[config.mk]
export PLATFORM = sky130hd
export DESIGN_NAME = w5300_bus_master
export DESIGN_NICKNAME = d
export VERILOG_FILES = /design/src/rtl/w5300_pkg.sv /design/src/rtl/w5300_tick_timer.sv /design/src/rtl/w5300_bus_master.sv
export SDC_FILE = /design/constraint.sdc
export NUM_CORES = 1
export LEC_CHECK = 0
export ABC_AREA = 1
export BUFFER_PORTS_ARGS = -buffer_cell sky130_fd_sc_hd__buf_2
export CORE_MARGIN = 2
export CORE_UTILIZATION = 51
export CTS_BUF_LIST = sky130_fd_sc_hd__clkbuf_4 sky130_fd_sc_hd__clkbuf_8 sky130_fd_sc_hd__clkbuf_16
export DETAILED_ROUTE_END_ITERATION = 6
export GPL_TIMING_DRIVEN = 0
export HOLD_SLACK_MARGIN = 0.1
export PLACE_DENSITY_LB_ADDON = 0.05
export SYNTH_ARGS = -nofsm -noshare
export SYNTH_HDL_FRONTEND = slang
export SYNTH_SLANG_ARGS = --single-unit
[constraint.sdc]
create_clock -name clk -period 2.1 [get_ports clk]
set_clock_uncertainty 0.15 [all_clocks]
set_input_delay 0.105 -clock clk [delete_from_list [all_inputs] [get_ports clk]]
set_output_delay 0.105 -clock clk [all_outputs]
set_load 0.01 [all_outputs]
[src/rtl/w5300_pkg.sv]
// Shared types and elaboration-time helpers for the W5300 host-bus master.
package w5300_pkg;

  typedef enum logic [2:0] {
    StRstLow,
    StRstWait,
    StIdle,
    StSetup,
    StStrobe,
    StHold,
    StRecover
  } w5300_state_e;

  // 32-bit integer arithmetic; callers clamp a zero result.
  function automatic int unsigned ns_to_ticks(input int unsigned ns, input int unsigned mhz);
    return (ns * mhz) / 32'd1000;
  endfunction

  function automatic bit data_w_legal(input int unsigned w);
    return (w == 32'd8) || (w == 32'd16);
  endfunction

endpackage

[src/rtl/w5300_tick_timer.sv]
// Loadable down-counter that parks at zero; shared by the reset phases, STROBE and RECOVER.
module w5300_tick_timer #(
  parameter int unsigned Width    = 8,
  parameter int unsigned ResetVal = 0
) (
  input  logic             clk,
  input  logic             rst_n,
  input  logic             load_i,
  input  logic [Width-1:0] load_val_i,
  output logic [Width-1:0] value_o,
  output logic             expired_o
);

  logic [Width-1:0] value_d, value_q;

  always_comb begin
    value_d = value_q;
    if (load_i) begin
      value_d = load_val_i;
    end else if (value_q != '0) begin
      value_d = value_q - Width'(1);
    end
  end

  always_ff @(posedge clk or negedge rst_n) begin
    if (!rst_n) begin
      value_q <= Width'(ResetVal);
    end else begin
      value_q <= value_d;
    end
  end

  assign value_o   = value_q;
  assign expired_o = (value_q == '0);

endmodule

[src/rtl/w5300_bus_master.sv]
// W5300 host-bus master: hard-reset sequencing, then single/burst accesses with
// programmable strobe and recovery timing. All bus outputs are registered.
module w5300_bus_master
  import w5300_pkg::*;
#(
  parameter int unsigned CLK_FREQ_MHZ  = 100,
  parameter int unsigned DATA_W        = 16,
  parameter int unsigned ADDR_W        = 10,
  parameter int unsigned T_RST_LOW_NS  = 2000,
  parameter int unsigned T_RST_WAIT_NS = 50000,
  parameter int unsigned STROBE_CYC    = 7,
  parameter int unsigned RECOVERY_CYC  = 3,
  parameter int unsigned BURST_W       = 8
) (
  input  logic              clk,
  input  logic              rst_n,
  input  logic              sw_reset,
  input  logic              req,
  input  logic              req_we,
  input  logic [ADDR_W-1:0] req_addr,
  input  logic [BURST_W-1:0] req_cnt,
  input  logic [DATA_W-1:0] req_wdata,
  output logic              ready,
  output logic              wr_next,
  output logic              rd_valid,
  output logic [DATA_W-1:0] rd_data,
  output logic              done,
  output logic              hw_rst_n,
  output logic [ADDR_W-1:0] addr,
  output logic              cs_n,
  output logic              rd_n,
  output logic              we_n,
  output logic [DATA_W-1:0] data_o,
  output logic              data_oe,
  input  logic [DATA_W-1:0] data_i
);

  if (!data_w_legal(DATA_W)) begin : g_bad_data_w
    $error("w5300_bus_master: DATA_W must be 8 or 16");
  end

  localparam int unsigned RstLowRaw    = ns_to_ticks(T_RST_LOW_NS, CLK_FREQ_MHZ);
  localparam int unsigned RstWaitRaw   = ns_to_ticks(T_RST_WAIT_NS, CLK_FREQ_MHZ);
  localparam int unsigned RstLowTicks  = (RstLowRaw == 0) ? 1 : RstLowRaw;
  localparam int unsigned RstWaitTicks = (RstWaitRaw == 0) ? 1 : RstWaitRaw;
  localparam int unsigned RstMax  = (RstLowTicks > RstWaitTicks) ? RstLowTicks : RstWaitTicks;
  localparam int unsigned CycMax  = (STROBE_CYC > RECOVERY_CYC) ? STROBE_CYC : RECOVERY_CYC;
  localparam int unsigned TmrMax  = (RstMax > CycMax) ? RstMax : CycMax;
  localparam int unsigned TmrW    = (TmrMax < 2) ? 1 : $clog2(TmrMax);

  w5300_state_e state_d, state_q;
  logic               we_d, we_q;
  logic [ADDR_W-1:0]  addr_d, addr_q;
  logic [BURST_W-1:0] cnt_d, cnt_q;
  logic [DATA_W-1:0]  data_o_d, data_o_q;
  logic [DATA_W-1:0]  rd_data_d, rd_data_q;
  logic hw_rst_n_d, hw_rst_n_q, cs_n_d, cs_n_q, rd_n_d, rd_n_q, we_n_d, we_n_q;
  logic data_oe_d, data_oe_q, ready_d, ready_q, rd_valid_d, rd_valid_q;
  logic wr_next_d, wr_next_q, done_d, done_q;

  logic            tmr_load;
  logic [TmrW-1:0] tmr_load_val, tmr_value;
  logic            tmr_expired;
  logic            unused_tmr_value;

  assign unused_tmr_value = ^tmr_value;

  // Reset value lets the RST_LOW phase start counting straight out of rst_n.
  w5300_tick_timer #(
    .Width    (TmrW),
    .ResetVal (RstLowTicks - 1)
  ) u_timer (
    .clk        (clk),
    .rst_n      (rst_n),
    .load_i     (tmr_load),
    .load_val_i (tmr_load_val),
    .value_o    (tmr_value),
    .expired_o  (tmr_expired)
  );

  always_comb begin
    state_d      = state_q;
    we_d         = we_q;
    addr_d       = addr_q;
    cnt_d        = cnt_q;
    data_o_d     = data_o_q;
    rd_data_d    = rd_data_q;
    tmr_load     = 1'b0;
    tmr_load_val = '0;
    done_d       = 1'b0;
    case (state_q)
      StRstLow: begin
        if (tmr_expired) begin
          state_d      = StRstWait;
          tmr_load     = 1'b1;
          tmr_load_val = TmrW'(RstWaitTicks - 1);
        end
      end
      StRstWait: begin
        if (tmr_expired) state_d = StIdle;
      end
      StIdle: begin
        if (sw_reset) begin
          state_d      = StRstLow;
          tmr_load     = 1'b1;
          tmr_load_val = TmrW'(RstLowTicks - 1);
        end else if (req) begin
          state_d = StSetup;
          we_d    = req_we;
          addr_d  = req_addr;
          cnt_d   = (req_cnt == '0) ? BURST_W'(1) : req_cnt;
          if (req_we) data_o_d = req_wdata;
        end
      end
      StSetup: begin
        state_d      = StStrobe;
        tmr_load     = 1'b1;
        tmr_load_val = TmrW'(STROBE_CYC - 1);
      end
      StStrobe: begin
        if (tmr_expired) begin
          state_d = StHold;
          if (!we_q) rd_data_d = data_i;
        end
      end
      StHold: begin
        state_d      = StRecover;
        cnt_d        = cnt_q - BURST_W'(1);
        tmr_load     = 1'b1;
        tmr_load_val = TmrW'(RECOVERY_CYC - 1);
      end
      StRecover: begin
        if (tmr_expired) begin
          if (cnt_q != '0) begin
            state_d = StSetup;
            if (we_q) data_o_d = req_wdata;
          end else begin
            state_d = StIdle;
            done_d  = 1'b1;
          end
        end
      end
      default: state_d = StRstLow;
    endcase
  end

  // Outputs decoded from the next state so each flop lines up with state_q.
  always_comb begin
    hw_rst_n_d = (state_d != StRstLow);
    cs_n_d     = !(state_d inside {StSetup, StStrobe, StHold});
    rd_n_d     = !((state_d == StStrobe) && !we_d);
    we_n_d     = !((state_d == StStrobe) && we_d);
    data_oe_d  = we_d && (state_d inside {StSetup, StStrobe, StHold});
    ready_d    = (state_d == StIdle);
    rd_valid_d = (state_d == StHold) && !we_d;
    wr_next_d  = (state_d == StHold) && we_d && (cnt_q > BURST_W'(1));
  end

  always_ff @(posedge clk or negedge rst_n) begin
    if (!rst_n) begin
      state_q    <= StRstLow;
      we_q       <= 1'b0;
      addr_q     <= '0;
      cnt_q      <= '0;
      data_o_q   <= '0;
      rd_data_q  <= '0;
      hw_rst_n_q <= 1'b0;
      cs_n_q     <= 1'b1;
      rd_n_q     <= 1'b1;
      we_n_q     <= 1'b1;
      data_oe_q  <= 1'b0;
      ready_q    <= 1'b0;
      rd_valid_q <= 1'b0;
      wr_next_q  <= 1'b0;
      done_q     <= 1'b0;
    end else begin
      state_q    <= state_d;
      we_q       <= we_d;
      addr_q     <= addr_d;
      cnt_q      <= cnt_d;
      data_o_q   <= data_o_d;
      rd_data_q  <= rd_data_d;
      hw_rst_n_q <= hw_rst_n_d;
      cs_n_q     <= cs_n_d;
      rd_n_q     <= rd_n_d;
      we_n_q     <= we_n_d;
      data_oe_q  <= data_oe_d;
      ready_q    <= ready_d;
      rd_valid_q <= rd_valid_d;
      wr_next_q  <= wr_next_d;
      done_q     <= done_d;
    end
  end

  assign hw_rst_n = hw_rst_n_q;
  assign addr     = addr_q;
  assign cs_n     = cs_n_q;
  assign rd_n     = rd_n_q;
  assign we_n     = we_n_q;
  assign data_o   = data_o_q;
  assign data_oe  = data_oe_q;
  assign rd_data  = rd_data_q;
  assign ready    = ready_q;
  assign rd_valid = rd_valid_q;
  assign wr_next  = wr_next_q;
  assign done     = done_q;

endmodule

After elaboration in Yosys (flattened, before gate mapping)
Index checks and enable logic that the tools add are counted.
Word-level totals
  register bits: 76
  input bits: 55
  output and inout port bits: 51
  word-level logic and storage cells: 95
Operators by class
  $add $sub $neg: 2
  $lt $le $gt $ge: 1
  equality and inequality tests: 16
  muxes and demuxes: 33
  bitwise gates (word level): 2
  reduce and logical (&&, ||, !) cells: 25
Operator list (count)
  2-to-1 mux 16 bit: 6
  case mux 13 bit (4 select lines): 1
  2-to-1 mux 13 bit: 3
  2-to-1 mux 8 bit: 4
  case mux 16 bit (2 select lines): 1
  case mux 3 bit (7 select lines): 1
  2-to-1 mux 3 bit: 6
  case mux 8 bit (2 select lines): 1
  == test 3 bit, second input constant: 5
  logical NOT 13 bit: 1
  nonzero test 13 bit: 1
  subtractor 13 x 1 -> 13 bit, second input constant: 1
  == test 3 x 2 -> 1 bit, second input constant: 4
  inequality test 2 bit, second input constant: 6
  2-to-1 mux 1 bit: 9
  AND reduction 3 bit: 3
  greater-than comparator 8 x 1 -> 1 bit, second input constant: 1
  logical NOT 8 bit: 1
  nonzero test 8 bit: 1
  subtractor 8 x 1 -> 8 bit, second input constant: 1
  AND reduction 7 bit: 1
  logical AND 1 bit: 6
  nonzero test 2 bit: 3
  nonzero test 3 bit: 2
  other kinds (6): 10

Logic depth before layout (Yosys ltp)
Gate-level depths: netlist (run 1).
  word-level depth: 7
  mapped depth: 11
  gate-level depth less buffers: 11

Cells and area by module
From an unflattened synthesis (run 1), not the netlist that was laid out.
Second synthesis, totals
  cell total of the unflattened synthesis: 468
  area total of the unflattened synthesis: 3723.6 um^2
Modules (own cells, without submodules)
  w5300_bus_master: times used 1, cells each 333, area each 2806.4 um^2, sequential area each 1580.3 um^2
  w5300_tick_timer: times used 1, cells each 135, area each 917.1 um^2, sequential area each 331.6 um^2

Worst setup path before layout (run 1)
Ideal clock, no wire load.
  kind: reg-to-reg
  start point: reg u_timer.value_q[0], in the netlist u_timer.value_o[0]
  end point: reg rd_data_q[10], in the netlist rd_data[10]
  arrival: 1645 ps
  data required time: 1834 ps
  path slack: 189 ps
  cell stages (with the launch flop): 11
  buffers on the path: 1
  clock period less this slack: 1911 ps
  cells stage by stage: dfstp_2 inv_1 ha_1 nand3_2 nor2_4 nand2_2 a21oi_1 nand2_4 buf_2 nand2_1 nand2_1
Between the ends
  longest elaborated chain between the ends: 2
RTL lines
  start: declaration: RTL line w5300_tick_timer.sv:14  | logic [Width-1:0] value_d, value_q;
  start signal: assignment: RTL line w5300_tick_timer.sv:27  | value_q <= Width'(ResetVal);
  start signal: assignment: RTL line w5300_tick_timer.sv:29  | value_q <= value_d;
  logical NOT 13 bit: RTL line w5300_tick_timer.sv:34  | assign expired_o = (value_q == '0);
  AND reduction 3 bit (no source line)
  end signal: assignment: RTL line w5300_bus_master.sv:182  | rd_data_q <= rd_data_d;
  end: declaration: RTL line w5300_bus_master.sv:56  | logic [DATA_W-1:0] rd_data_d, rd_data_q;
Every way passes these cells.
A chain may end at the register's enable or synchronous reset.

Final worst setup path (run 1)
  start point: reg state_q[0]
  end point: reg data_o_q[3], in the netlist data_o[3]
Between the ends
  longest elaborated chain between the ends: 3
RTL lines
  start: declaration: RTL line w5300_bus_master.sv:51  | w5300_state_e state_d, state_q;
  start signal: assignment: RTL line w5300_bus_master.sv:161  | state_q <= StRstLow;
  start signal: assignment: RTL line w5300_bus_master.sv:177  | state_q <= state_d;
  == test 3 bit or == test 3 x 2 -> 1 bit (tied branches): RTL line w5300_bus_master.sv:91  | case (state_q)
  inequality test 2 bit (no source line) or nonzero test 2 bit (tied branches)
  AND reduction 7 bit (no source line)
  end signal: assignment: RTL line w5300_bus_master.sv:181  | data_o_q <= data_o_d;
  end: declaration: RTL line w5300_bus_master.sv:55  | logic [DATA_W-1:0] data_o_d, data_o_q;
Several ways; a longest one is shown, not always the timed one.

==> results of run 1 <==
[power by group]
| part | internal (mW) | switching [mW] | total (mW) |
|---|---|---|---|
| combinational | 0.180 | 0.156 | 0.336 |
| sequential | 1.53 | 0.0349 | 1.56 |
| clock | 0.736 | 0.549 | 1.28 |
| total | 2.44 | 0.740 | 3.18 |
[kinds of logic (layout without fill, tap and decap cells)]
family                   after synthesis  after routing
buffers and inverters                 59            241
XOR/XNOR                               8              8
flip-flops                            76             76
adder cells (fa/ha/maj)                4              4
AO/OA/AOI/OAI                         51             51
AND/OR/NAND/NOR                      203            203
[synth_stat cells, types with 2 or more instances]
cell type / count / area (um^2)
nand2_1: 133 / 499
buf_6: 2 / 22.5
a21oi_1: 8 / 40.0
nor2_4: 2 / 22.5
nand3_1: 15 / 75.1
o21ai_0: 12 / 60.1
nand2_2: 2 / 12.5
o22ai_1: 2 / 12.5
inv_2: 4 / 15.0
buf_2: 3 / 15.0
o211ai_1: 3 / 22.5
nand4_1: 5 / 31.3
xnor2_1: 2 / 17.5
ha_1: 4 / 50.1
nand3_2: 2 / 20.0
nor3_1: 5 / 25.0
inv_1: 46 / 173
o31ai_1: 2 / 15.0
nor2_1: 33 / 124
dfrtp_1: 68 / 1700
nand2_4: 2 / 22.5
dfstp_2: 8 / 210
o21ai_1: 18 / 90.1
xor2_1: 6 / 52.6
[registers in the layout, indices dropped and copies added, names as in the netlist, 3 cells and up]
name	count
rd_data	16
state_q	3
u_timer.value_o	13
cnt_q	8
addr	10
data_o	16
[worst max-delay path, delay by kind of cell (launching register included)]
kind | cells | cell delay, ns
and+or+nand+nor | 4 | 0.54
buffers and inverters | 4 | 0.52
DFF | 1 | 0.44
AOI/OAI and AO/OA | 2 | 0.22
[layer usage]
layer	track usage [%]	up-vias
li1	-	1622
met1	31.4	1547
met2	41.9	93
met3	4.81	20
met4	11.5	0
met5	0	-
[repair_timing]
action	4_1_cts	5_1_grt
pin swaps	2	3
setup buffers	1	3
endpoints found under the setup margin	38	44
gates resized for setup	9	14
hold buffers	56	0
hold endpoints to repair	129	0
[cell type report]
class / instances / area [um^2] / share of cell area (%)
buffer: 8 / 66.3 / 1.33
clock buffer: 11 / 151 / 3.04
clock inverter: 5 / 83.8 / 1.68
inverter: 51 / 194 / 3.89
multi-input combinational: 266 / 1340 / 26.8
sequential: 76 / 1910 / 38.4
tap: 77 / 96.3 / 1.93
timing repair buffer: 166 / 1150 / 23.0
[through the flow]
step / instance area [um^2] / worst slack (ns)
2_1_floorplan: 3430 / 0.189
3_3_place_gp: 4050 / -0.0588
3_5_place_dp: 4080 / -0.0820
4_1_cts: 4920 / 0.00130
5_1_grt: 4980 / -0.00716
6_report: 4980 / 0.111
[worst paths after layout]
path	start	end	slack, ns	depth (start not counted)
max	state_q[0]	data_o[3]	0.11	10
min	rst_n	u_timer.value_o[7]	0.15	2
max reg2reg	state_q[0]	data_o[3]	0.11	10
min reg2reg	addr[4]	addr[4]	0.32	2
max in group asynchronous	rst_n	cnt_q[6]	0.50	3
min in group clk	req	cnt_q[2]	0.21	6
==> summary.md, run 1 <==
| Metric | Value |
|---|---|
| Fraction of the mapped netlist area in simple logic gates | `25.0%` |
| Finished Layout Cells | `660` |
| Detailed placer's ending HPWL | `5.63 mm` |
| Setup TNS | `0 ns` |
| Sequential-to-total area share from yosys stat | `55.7%` |
| Clock buffer depth | `2` |
| Mapped cell area | `0.00343 mm^2` |
| Drt drc | `0` |
| CTS Buf Count | `9` |
| Final design utilization | `77.6%` |
| Root Buffer | `clkbuf_8` |
| Post-Route WL | `8.83 mm` |
| CTS tree | `done` |
| Average wire per cell in the routed design | `13.4 um` |
| Clock slew at reported path FFs | `0.08 ns` |
| Max Cap Viol | `0` |
| XOR/XNOR share of the synthesized area | `2.04%` |
| RD Place Congestion | `0.864` |
| Startpoint Class | `register` |
| Vias | `3282` |
| Die width | `86.0 um` |
| Req. time, crit path | `2.17 ns` |
| Hold_ws | `0.147 ns` |
| Clk_lat worst skew | `0.34 ns` |
| Crit path max fanout | `10` |
| H-tree levels | `3` |
| Final hold violation count | `0` |
| Final Max Slew Viols | `0` |
| IO Port Bufs | `105` |
| Vias/cell | `4.97` |
| Sink Count | `76` |
| Placed instance count | `584` |
| First-pass GRT wire length | `14.6 mm` |
| P_leak | `2.70 nW` |
| Fillers | `436` |
| Met2 routed WL | `4.44 mm` |
| Post-synth EDFFs | `0` |
| Max layer used | `met4` |
| Critical Path, Cell by Cell | `inv_2 > nand3_2 > nor2_4 > inv_2 > buf_6 > o21ai_1 > nand3_2 > buf_4 > nand2_1 > o21ai_1` |
| Post-layout min period | `1.99 ns` |
| Grt total ovfl | `0` |
| CP endpoint kind | `register` |
| Aggregate global-route resource usage | `25.0%` |
| Ant diodes | `0` |
| Main combinational cell family by area after synthesis | `simple AND/OR/NAND/NOR gates` |
| IO Count | `106` |
| Hold Crit Class | `primary input to asynchronous set/reset pin` |
| FMAX | `503 MHz` |
| Met3 wire len | `387 um` |
| Post-layout total power | `3.18 mW` |
| Yosys reg bits | `76` |
| Synth unique cells | `38` |
| Area Growth Syn to Fin | `45.2%` |
| Most frequent cells in the layout | `nand2_1 (131), buf_2 (104), dfrtp_1 (68), dlygate4sd3_1 (56), inv_1 (41)` |
| Commonest non-fill, non-tap cell in the layout | `nand2_1` |
| Site Rows | `29` |
| Largest net degree at the start of global routing | `59` |
| PD cells | `638 mW/mm^2` |
| Peak supply drop | `411 uV` |
| Synthesis Warnings | `0` |
| Worst rel slew slack | `51.0%` |
| Arrival @ worst endpoint | `2.06 ns` |
| Setup Crit Path Kind | `register to register` |
| Async S/R FF share, synth | `100%` |
| Core footprint | `0.00642 mm^2` |
| Status | `completed` |
| Initial antenna violation count | `0` |
| Pre-antenna DRT Iters | `4` |
| DRT met1 WL | `3.81 mm` |
| Most used DFF post-synth | `dfrtp_1` |
| Crit-path max cell delay | `0.44 ns` |
| Syn Inst Count | `401` |
| Final #Nets | `637` |
| Final setup fails | `0` |
| Die height | `86.0 um` |
| Syn_nets | `460` |
| Initial core utilization | `53.4%` |
| Worst Max-Slew Pin Slew | `0.732 ns` |
| Antenna viol nets, final | `0` |
| Share of layout cells above drive strength 1 | `28.8%` |
| DR iter-0 viols | `157` |
| Die area | `0.00740 mm^2` |
| Final period utilization | `94.7%` |
| Mux share of post-synthesis cell area | `0%` |
| Crit-path slowest cell | `dfrtp_1` |
| Post-Synth Adder-Cell Area | `1.46%` |
| Compound-gate portion of the synthesized area | `8.68%` |
| Number of global-route vias before repair | `3315` |
| Syn Area/Cell | `8.56 um^2` |
Power figures use the tool's default switching activity.
==> inputs of run 2 (changes only) <==
--- a/config.mk
+++ b/config.mk
@@ -8,7 +8,7 @@
 export ABC_AREA = 1
 export BUFFER_PORTS_ARGS = -buffer_cell sky130_fd_sc_hd__buf_2
 export CORE_MARGIN = 2
-export CORE_UTILIZATION = 51
+export CORE_UTILIZATION = 52
 export CTS_BUF_LIST = sky130_fd_sc_hd__clkbuf_4 sky130_fd_sc_hd__clkbuf_8 sky130_fd_sc_hd__clkbuf_16
 export DETAILED_ROUTE_END_ITERATION = 6
 export GPL_TIMING_DRIVEN = 0
@@ -16,4 +16,5 @@
 export PLACE_DENSITY_LB_ADDON = 0.05
 export SYNTH_ARGS = -nofsm -noshare
 export SYNTH_HDL_FRONTEND = slang
+export SYNTH_HIERARCHICAL = 1
 export SYNTH_SLANG_ARGS = --single-unit
==> run 2 against run 1 <==
Against the previous run:
- global-route usage rose by 0.85 points
- sequential power rose by 54%
- core utilization rose by 1.8 points
- synthesized cell count rose by 17%
- critical path depth rose by 4
- final area rose by 9.4%
- wire length rose by 13%
- clock power fell by 5%
- critical endpoint is now hw_rst_n
- largest power group is now combinational logic
==> summary.md, run 2 <==
| Metric | Value |
|---|---|
| Number of global-route vias before repair | `3644 (was 3315)` |
| Mapped cell area | `0.00372 mm^2 (was 0.00343 mm^2)` |
| Drt drc | `0 (unchanged)` |
| Crit path max fanout | `5 (was 10)` |
| PD cells | `1130 mW/mm^2 (was 638 mW/mm^2)` |
| CTS tree | `done (unchanged)` |
| Critical Path, Cell by Cell | `inv_4 > ha_4 > nand3_2 > nor2_2 > nand3_2 > inv_4 > nand3_4 > buf_6 > nand2_1 > nor2_1 > nand2_1 > buf_6 > nor2_4 > nand2_1 (was inv_2 > nand3_2 > nor2_4 > inv_2 > buf_6 > o21ai_1 > nand3_2 > buf_4 > nand2_1 > o21ai_1)` |
| Post-synth EDFFs | `0 (unchanged)` |
| Post-synth top area share | `45.7% (was 49.6%)` |
| Commonest non-fill, non-tap cell in the layout | `nand2_1 (unchanged)` |
| Yosys reg bits | `76 (unchanged)` |
| Sequential-to-total area share from yosys stat | `51.3% (was 55.7%)` |
| Largest net degree at the start of global routing | `48 (was 59)` |
| Grt total ovfl | `0 (unchanged)` |
| Clock buffer depth | `2 (unchanged)` |
| Ant diodes | `0 (unchanged)` |
| Area Growth Syn to Fin | `46.4% (was 45.2%)` |
| Startpoint Class | `register (unchanged)` |
| Share of layout cells above drive strength 1 | `31.1% (was 28.8%)` |
| Hold_ws | `0.0892 ns (was 0.147 ns)` |
| CP endpoint kind | `register (unchanged)` |
| First-pass GRT wire length | `16.0 mm (was 14.6 mm)` |
| Async S/R FF share, synth | `100% (unchanged)` |
| Final period utilization | `97.7% (was 94.7%)` |
| Most used DFF post-synth | `dfrtp_1 (unchanged)` |
| Peak supply drop | `645 uV (was 411 uV)` |
| Crit path max-delay family | `simple AND/OR/NAND/NOR gates (unchanged)` |
| Vias | `3749 (was 3282)` |
| Crit-path max cell delay | `0.57 ns (was 0.44 ns)` |
| Antenna viol nets, final | `0 (unchanged)` |
| Worst Setup SP | `u_timer/value_o[0] (was state_q[0])` |
| IO Count | `106 (unchanged)` |
| Arrival @ worst endpoint | `2.12 ns (was 2.06 ns)` |
| Core footprint | `0.00687 mm^2 (was 0.00642 mm^2)` |
| Post-layout min period | `2.05 ns (was 1.99 ns)` |
| Largest cells by area after synthesis | `dfrtp_1 (46%), nand2_1 (18%), dfstp_2 (5.6%), nand3_1 (5.6%), o21ai_0 (4.0%) (was dfrtp_1 (50%), nand2_1 (15%), dfstp_2 (6.1%), inv_1 (5.0%), nor2_1 (3.6%))` |
| Crit path top cell by count | `nand2_1` |
| CTS Buf Count | `9 (unchanged)` |
| Site Rows | `30 (was 29)` |
| Final Max Slew Viols | `0 (unchanged)` |
| Detailed placer's ending HPWL | `6.29 mm (was 5.63 mm)` |
| Status | `completed (unchanged)` |
| Synth unique cells | `33 (was 38)` |
| Post-layout instance area | `0.00545 mm^2 (was 0.00498 mm^2)` |
| Most frequent cells in the layout | `nand2_1 (178), buf_2 (108), dfrtp_1 (68), dlygate4sd3_1 (52), nand3_1 (35) (was nand2_1 (131), buf_2 (104), dfrtp_1 (68), dlygate4sd3_1 (56), inv_1 (41))` |
| Clk_lat worst skew | `0.34 ns (about the same)` |
| Setup ws final | `0.0473 ns (was 0.111 ns)` |
| Post-synth top cells | `nand2_1 (180), dfrtp_1 (68), nand3_1 (42) (was nand2_1 (133), dfrtp_1 (68), inv_1 (46))` |
| Final #Nets | `721 (was 637)` |
| Hold Crit Class | `primary input to asynchronous set/reset pin (unchanged)` |
| Syn Inst Count | `468 (was 401)` |
| DP Area | `0.00443 mm^2 (was 0.00408 mm^2)` |
| CP bufs+invs | `4 (unchanged)` |
| Aggregate global-route resource usage | `25.9% (was 25.0%)` |
| Post-layout total power | `6.14 mW (was 3.18 mW)` |
| Max Cap Viol | `0 (unchanged)` |
| Post-Route WL | `10.0 mm (was 8.83 mm)` |
| Die area | `0.00785 mm^2 (was 0.00740 mm^2)` |
| Pre-antenna DRT Iters | `4 (unchanged)` |
| H-tree levels | `3 (unchanged)` |
| Vias/cell | `4.93 (was 4.97)` |
| Setup Crit Path Kind | `register to register (unchanged)` |
| Root Buffer | `clkbuf_8 (unchanged)` |
| Sink Count | `76 (unchanged)` |
| Die width | `88.6 um (was 86.0 um)` |
| Initial antenna violation count | `0 (unchanged)` |
| Syn Area/Cell | `7.96 um^2 (was 8.56 um^2)` |
| Origin of the critical flop-to-flop path | `u_timer/value_o[0] (was state_q[0])` |
| Average wire per cell in the routed design | `13.2 um (was 13.4 um)` |
| Clock slew at reported path FFs | `0.08 ns (about the same)` |
| Most frequent cell after synthesis | `nand2_1 (unchanged)` |
| RSZ-0062 raised after global routing | `true` |
| P_leak | `2.91 nW (was 2.70 nW)` |
| FMAX | `487 MHz (was 503 MHz)` |
| Synth area leader | `dfrtp_1 (unchanged)` |
| Req. time, crit path | `2.17 ns (about the same)` |
| Final design utilization | `79.4% (was 77.6%)` |
| IO Port Bufs | `105 (unchanged)` |
| Final hold violation count | `0 (unchanged)` |
| Initial core utilization | `54.2% (was 53.4%)` |
| Pre-CTS setup slack | `-0.360 ns (was -0.0820 ns)` |
| DR iter-0 viols | `151 (was 157)` |
| Fillers | `474 (was 436)` |
| Synthesis Warnings | `6 (was 0)` |
| RD Place Congestion | `0.890 (was 0.864)` |
| Crit-path slowest cell | `dfstp_2 (was dfrtp_1)` |
| Final setup fails | `0 (unchanged)` |
| Die height | `88.6 um (was 86.0 um)` |
[run 2: changes by cell type after synthesis, moves of 3 or more]
cell / change
nor2_1: -3
nor2_2: +8
nand2_1: +47
nand3b_1: +3
o21ai_1: -16
a21oi_1: -3
o21ai_0: +18
nand3_1: +27
inv_1: -14
clkbuf_1: +6
[run 2: power breakdown]
part           switching [mW]  internal (mW)
clock network           0.547          0.665
logic                    1.50           1.02
registers               0.361           2.04
[run 2: worst paths after layout]
| kind | end | slack (ns) | cells past startpoint |
|---|---|---|---|
| max | hw_rst_n | 0.05 | 14 |
| min in group clk | we_q | 0.12 | 4 |
| min reg2reg | data_o[1] | 0.32 | 2 |
| max in group asynchronous | rd_n | 1.08 | 3 |
| max reg2reg | hw_rst_n | 0.05 | 14 |
| min | u_timer/value_o[3] | 0.09 | 2 |
[run 2: timing repair]
action | 4_1_cts | 5_1_grt
gates resized for setup | 11 | 39
pin swaps | 3 | 8
setup endpoints to repair | 51 | 58
hold endpoints to repair | 126 | 0
setup buffers | 12 | 7
hold buffers | 52 | 0
gates cloned | 1 | 0
[run 2: stage by stage]
stage                     std cells  setup TNS (ns)
final                           761               0
after global routing            761          -0.640
after CTS                       754               0
after floorplan                 472               0
after detailed placement        674          -11.78
after global placement          673          -11.70
[run 2: final cells by class]
type                            instances  area, um^2  share of cell area (%)
Inverter                               34         143                    2.62
Multi-Input combinational cell        348        1730                    31.8
Clock buffer                            9         124                    2.27
Clock inverter                          6        90.1                    1.65
Tap cell                               96         120                    2.20
Timing Repair Buffer                  178        1240                    22.7
Buffer                                 14        92.6                    1.70
Sequential cell                        76        1910                    35.1
[run 2: cell families (layout without fill, tap and decap cells)]
| group | Yosys count | in the layout | synth area share (%) |
|---|---|---|---|
| AO/OA/AOI/OAI | 43 | 43 | 6.22 |
| XOR/XNOR | 5 | 5 | 1.18 |
| adder cells (fa/ha/maj) | 5 | 5 | 1.68 |
| buffers and inverters | 48 | 241 | 5.38 |
| flip-flops | 76 | 76 | 51.3 |
| other | 1 | 5 | 0.101 |
| AND/OR/NAND/NOR | 290 | 290 | 34.1 |
[run 2: layer usage]
layer / track usage [%] / vias to the layer above / share of wire [%]
li1: - / 1871 / -
met1: 31.7 / 1766 / 42
met2: 46.7 / 104 / 52
met3: 4.48 / 8 / 4.4
met4: 7.30 / 0 / 0.83
met5: 0 / - / 0
==> inputs of run 3 (changes only) <==
--- a/config.mk
+++ b/config.mk
@@ -7,6 +7,7 @@
 export LEC_CHECK = 0
 export ABC_AREA = 1
 export BUFFER_PORTS_ARGS = -buffer_cell sky130_fd_sc_hd__buf_2
+export CORE_ASPECT_RATIO = 0.6
 export CORE_MARGIN = 2
 export CORE_UTILIZATION = 52
 export CTS_BUF_LIST = sky130_fd_sc_hd__clkbuf_4 sky130_fd_sc_hd__clkbuf_8 sky130_fd_sc_hd__clkbuf_16
==> constraint.sdc (replaced) <==
create_clock -name clk -period 2 [get_ports clk]
set_clock_uncertainty 0.15 [all_clocks]
set_input_delay 0.1 -clock clk [delete_from_list [all_inputs] [get_ports clk]]
set_output_delay 0.1 -clock clk [all_outputs]
set_load 0.01 [all_outputs]
==> run 3 against run 2 <==
Against the previous run:
- total power grew 16%
- largest cell class unchanged
- critical path type unchanged
- non-clock buffer count grew 9
- setup slack lost 0.13 ns
- via count grew 4.5%
- highest routed layer unchanged
- the run now ends with DRC, setup timing left
==> summary.md, run 3 (synthesis gave the netlist of run 2 again) <==
| Metric | Value |
|---|---|
| Commonest non-fill, non-tap cell in the layout | `nand2_1 (unchanged)` |
| PD cells | `1250 mW/mm^2 (was 1130 mW/mm^2)` |
| Req. time, crit path | `2.12 ns (was 2.17 ns)` |
| FMAX | `479 MHz (was 487 MHz)` |
| Area Growth Syn to Fin | `52.8% (was 46.4%)` |
| Die width | `113 um (was 88.6 um)` |
| RSZ-0062 raised after global routing | `true (unchanged)` |
| IO Port Bufs | `105 (unchanged)` |
| Setup Crit Path Kind | `register to register (unchanged)` |
| Post-layout total power | `7.12 mW (was 6.14 mW)` |
| Setup ws final | `-0.0858 ns (was 0.0473 ns)` |
| Final #Nets | `730 (was 721)` |
| Final Max Slew Viols | `0 (unchanged)` |
| Average wire per cell in the routed design | `14.7 um (was 13.2 um)` |
| Number of global-route vias before repair | `3658 (was 3644)` |
| Sink Count | `76 (unchanged)` |
| Startpoint Class | `register (unchanged)` |
| Final period utilization | `104% (was 97.7%)` |
| Fillers | `420 (was 474)` |
| Vias/cell | `5.15 (was 4.93)` |
| Site Rows | `23 (was 30)` |
| Pre-antenna DRT Iters | `7 (was 4)` |
| Ant diodes | `0 (unchanged)` |
| Clock slew at reported path FFs | `0.06 ns (was 0.08 ns)` |
| Storage cell area | `0.00191 mm^2 (unchanged)` |
| Initial antenna violation count | `0 (unchanged)` |
| Pre-CTS setup slack | `-0.408 ns (was -0.360 ns)` |
| Arrival @ worst endpoint | `2.20 ns (was 2.12 ns)` |
| Initial core utilization | `54.8% (was 54.2%)` |
| Final design utilization | `83.8% (was 79.4%)` |
| Root Buffer | `clkbuf_16 (was clkbuf_8)` |
| Vias | `3917 (was 3749)` |
| Post-Route WL | `11.2 mm (was 10.0 mm)` |
| Post-layout instance area | `0.00569 mm^2 (was 0.00545 mm^2)` |
| Core footprint | `0.00679 mm^2 (was 0.00687 mm^2)` |
| Max Cap Viol | `0 (unchanged)` |
| Drt drc | `8 (was 0)` |
| Die area | `0.00788 mm^2 (was 0.00785 mm^2)` |
| Largest net degree at the start of global routing | `51 (was 48)` |
| Finished Layout Cells | `761 (unchanged)` |
| Most frequent cells in the layout | `nand2_1 (157), buf_2 (108), dfrtp_1 (68), dlygate4sd3_1 (53), nand3_1 (34) (was nand2_1 (178), buf_2 (108), dfrtp_1 (68), dlygate4sd3_1 (52), nand3_1 (35))` |
| Clk_lat worst skew | `0.33 ns (was 0.34 ns)` |
| CTS Buf Count | `9 (unchanged)` |
| First-pass GRT wire length | `17.5 mm (was 16.0 mm)` |
| Status | `finished with violations (was completed)` |
| Clock buffer depth | `2 (unchanged)` |
| Die height | `69.5 um (was 88.6 um)` |
| DR iter-0 viols | `330 (was 151)` |
| Final setup fails | `30 (was 0)` |
| Setup TNS | `-1.73 ns (was 0 ns)` |
| Detailed placer's ending HPWL | `6.56 mm (was 6.29 mm)` |
| H-tree levels | `3 (unchanged)` |
| P_leak | `3.01 nW (was 2.91 nW)` |
| Antenna viol nets, final | `0 (unchanged)` |
| Share of layout cells above drive strength 1 | `35.8% (was 31.1%)` |
| Final hold violation count | `0 (unchanged)` |
| Hold_ws | `0.122 ns (was 0.0892 ns)` |
| Post-layout min period | `2.09 ns (was 2.05 ns)` |
| Placed instance count | `665 (was 674)` |
| DP Area | `0.00444 mm^2 (was 0.00443 mm^2)` |
| Aggregate global-route resource usage | `28.4% (was 25.9%)` |
| Grt total ovfl | `0 (unchanged)` |
| CTS tree | `done (unchanged)` |
| RD Place Congestion | `0.914 (was 0.890)` |
| CP endpoint kind | `register (unchanged)` |
| Hold Crit Class | `primary input to register (was primary input to asynchronous set/reset pin)` |
| Footprint of the multi-input gates | `0.00182 mm^2 (was 0.00173 mm^2)` |
| IO Count | `106 (unchanged)` |
| Peak supply drop | `653 uV (was 645 uV)` |
| Crit path max fanout | `6 (was 5)` |
| Violated checks | `DRC, setup timing` |
-- run 3: changes by cell type in the layout (fill, tap and decap cells not counted), sizes merged --
cell,change
bufinv,-1
dlygate4sd3,+1
clkinvlp,-1
clkinv,-2
clkbuf,+4
buf,+8
-- run 3: worst paths after layout --
| path | slack (ns) | endpoint | start | depth (start not counted) |
|---|---|---|---|---|
| min in group asynchronous | 0.63 | cnt_q[6] | rst_n | 3 |
| worst min register to register | 0.32 | addr[0] | addr[0] | 2 |
| max in group asynchronous | 0.44 | u_timer/value_o[2] | rst_n | 4 |
| worst min-delay path | 0.12 | rd_data[5] | req_we | 6 |
| worst max-delay path | -0.09 | u_timer/value_o[7] | u_timer/value_o[0] | 16 |
| worst max register to register | -0.09 | u_timer/value_o[7] | u_timer/value_o[0] | 16 |
-- run 3: power by group --
group / switching, mW / leakage, nW / internal [mW]
Combinational: 1.71 / 1.91 / 1.24
Clock: 0.585 / 0.150 / 1.03
Sequential: 0.395 / 0.953 / 2.15
-- run 3: cell type report --
class | instances | share of cell area [%]
inverters | 34 | 2.51
clock inverters | 2 | 0.616
clock buffers | 13 | 4.60
plain buffers | 14 | 1.67
repair buffers | 187 | 23.1
well taps | 87 | 1.91
flip-flops and latches | 76 | 33.6
multi-input cells | 348 | 31.9
-- run 3: repair_timing --
item | in CTS | in global routing
resized for setup | 26 | 48
cloned | 2 | 0
endpoints found under the hold margin | 121 | 0
setup buffers | 17 | 9
hold buffers | 53 | 0
pin swaps | 18 | 13
endpoints found under the setup margin | 53 | 64
-- run 3: metal layers --
layer,track usage [%],vias to the layer above,share of wire [%]
met1,39.3,1791,44
met2,43.6,211,45
li1,-,1890,-
met4,10.0,0,2.0
met3,7.69,25,8.9
met5,0,-,0
-- run 3: worst max-delay path: stages, from the launching register on --
cell and delay (ns):
dfstp_2 0.55, inv_4 0.04, ha_4 0.15, nand3_2 0.06
nor2_1 0.04, nand3_1 0.11, inv_4 0.08, nand3_4 0.11
nand2_4 0.07, inv_4 0.07, nand3_4 0.09, inv_4 0.09
buf_6 0.13, nand2_4 0.07, inv_6 0.08, nand2_2 0.05
nand2_1 0.07
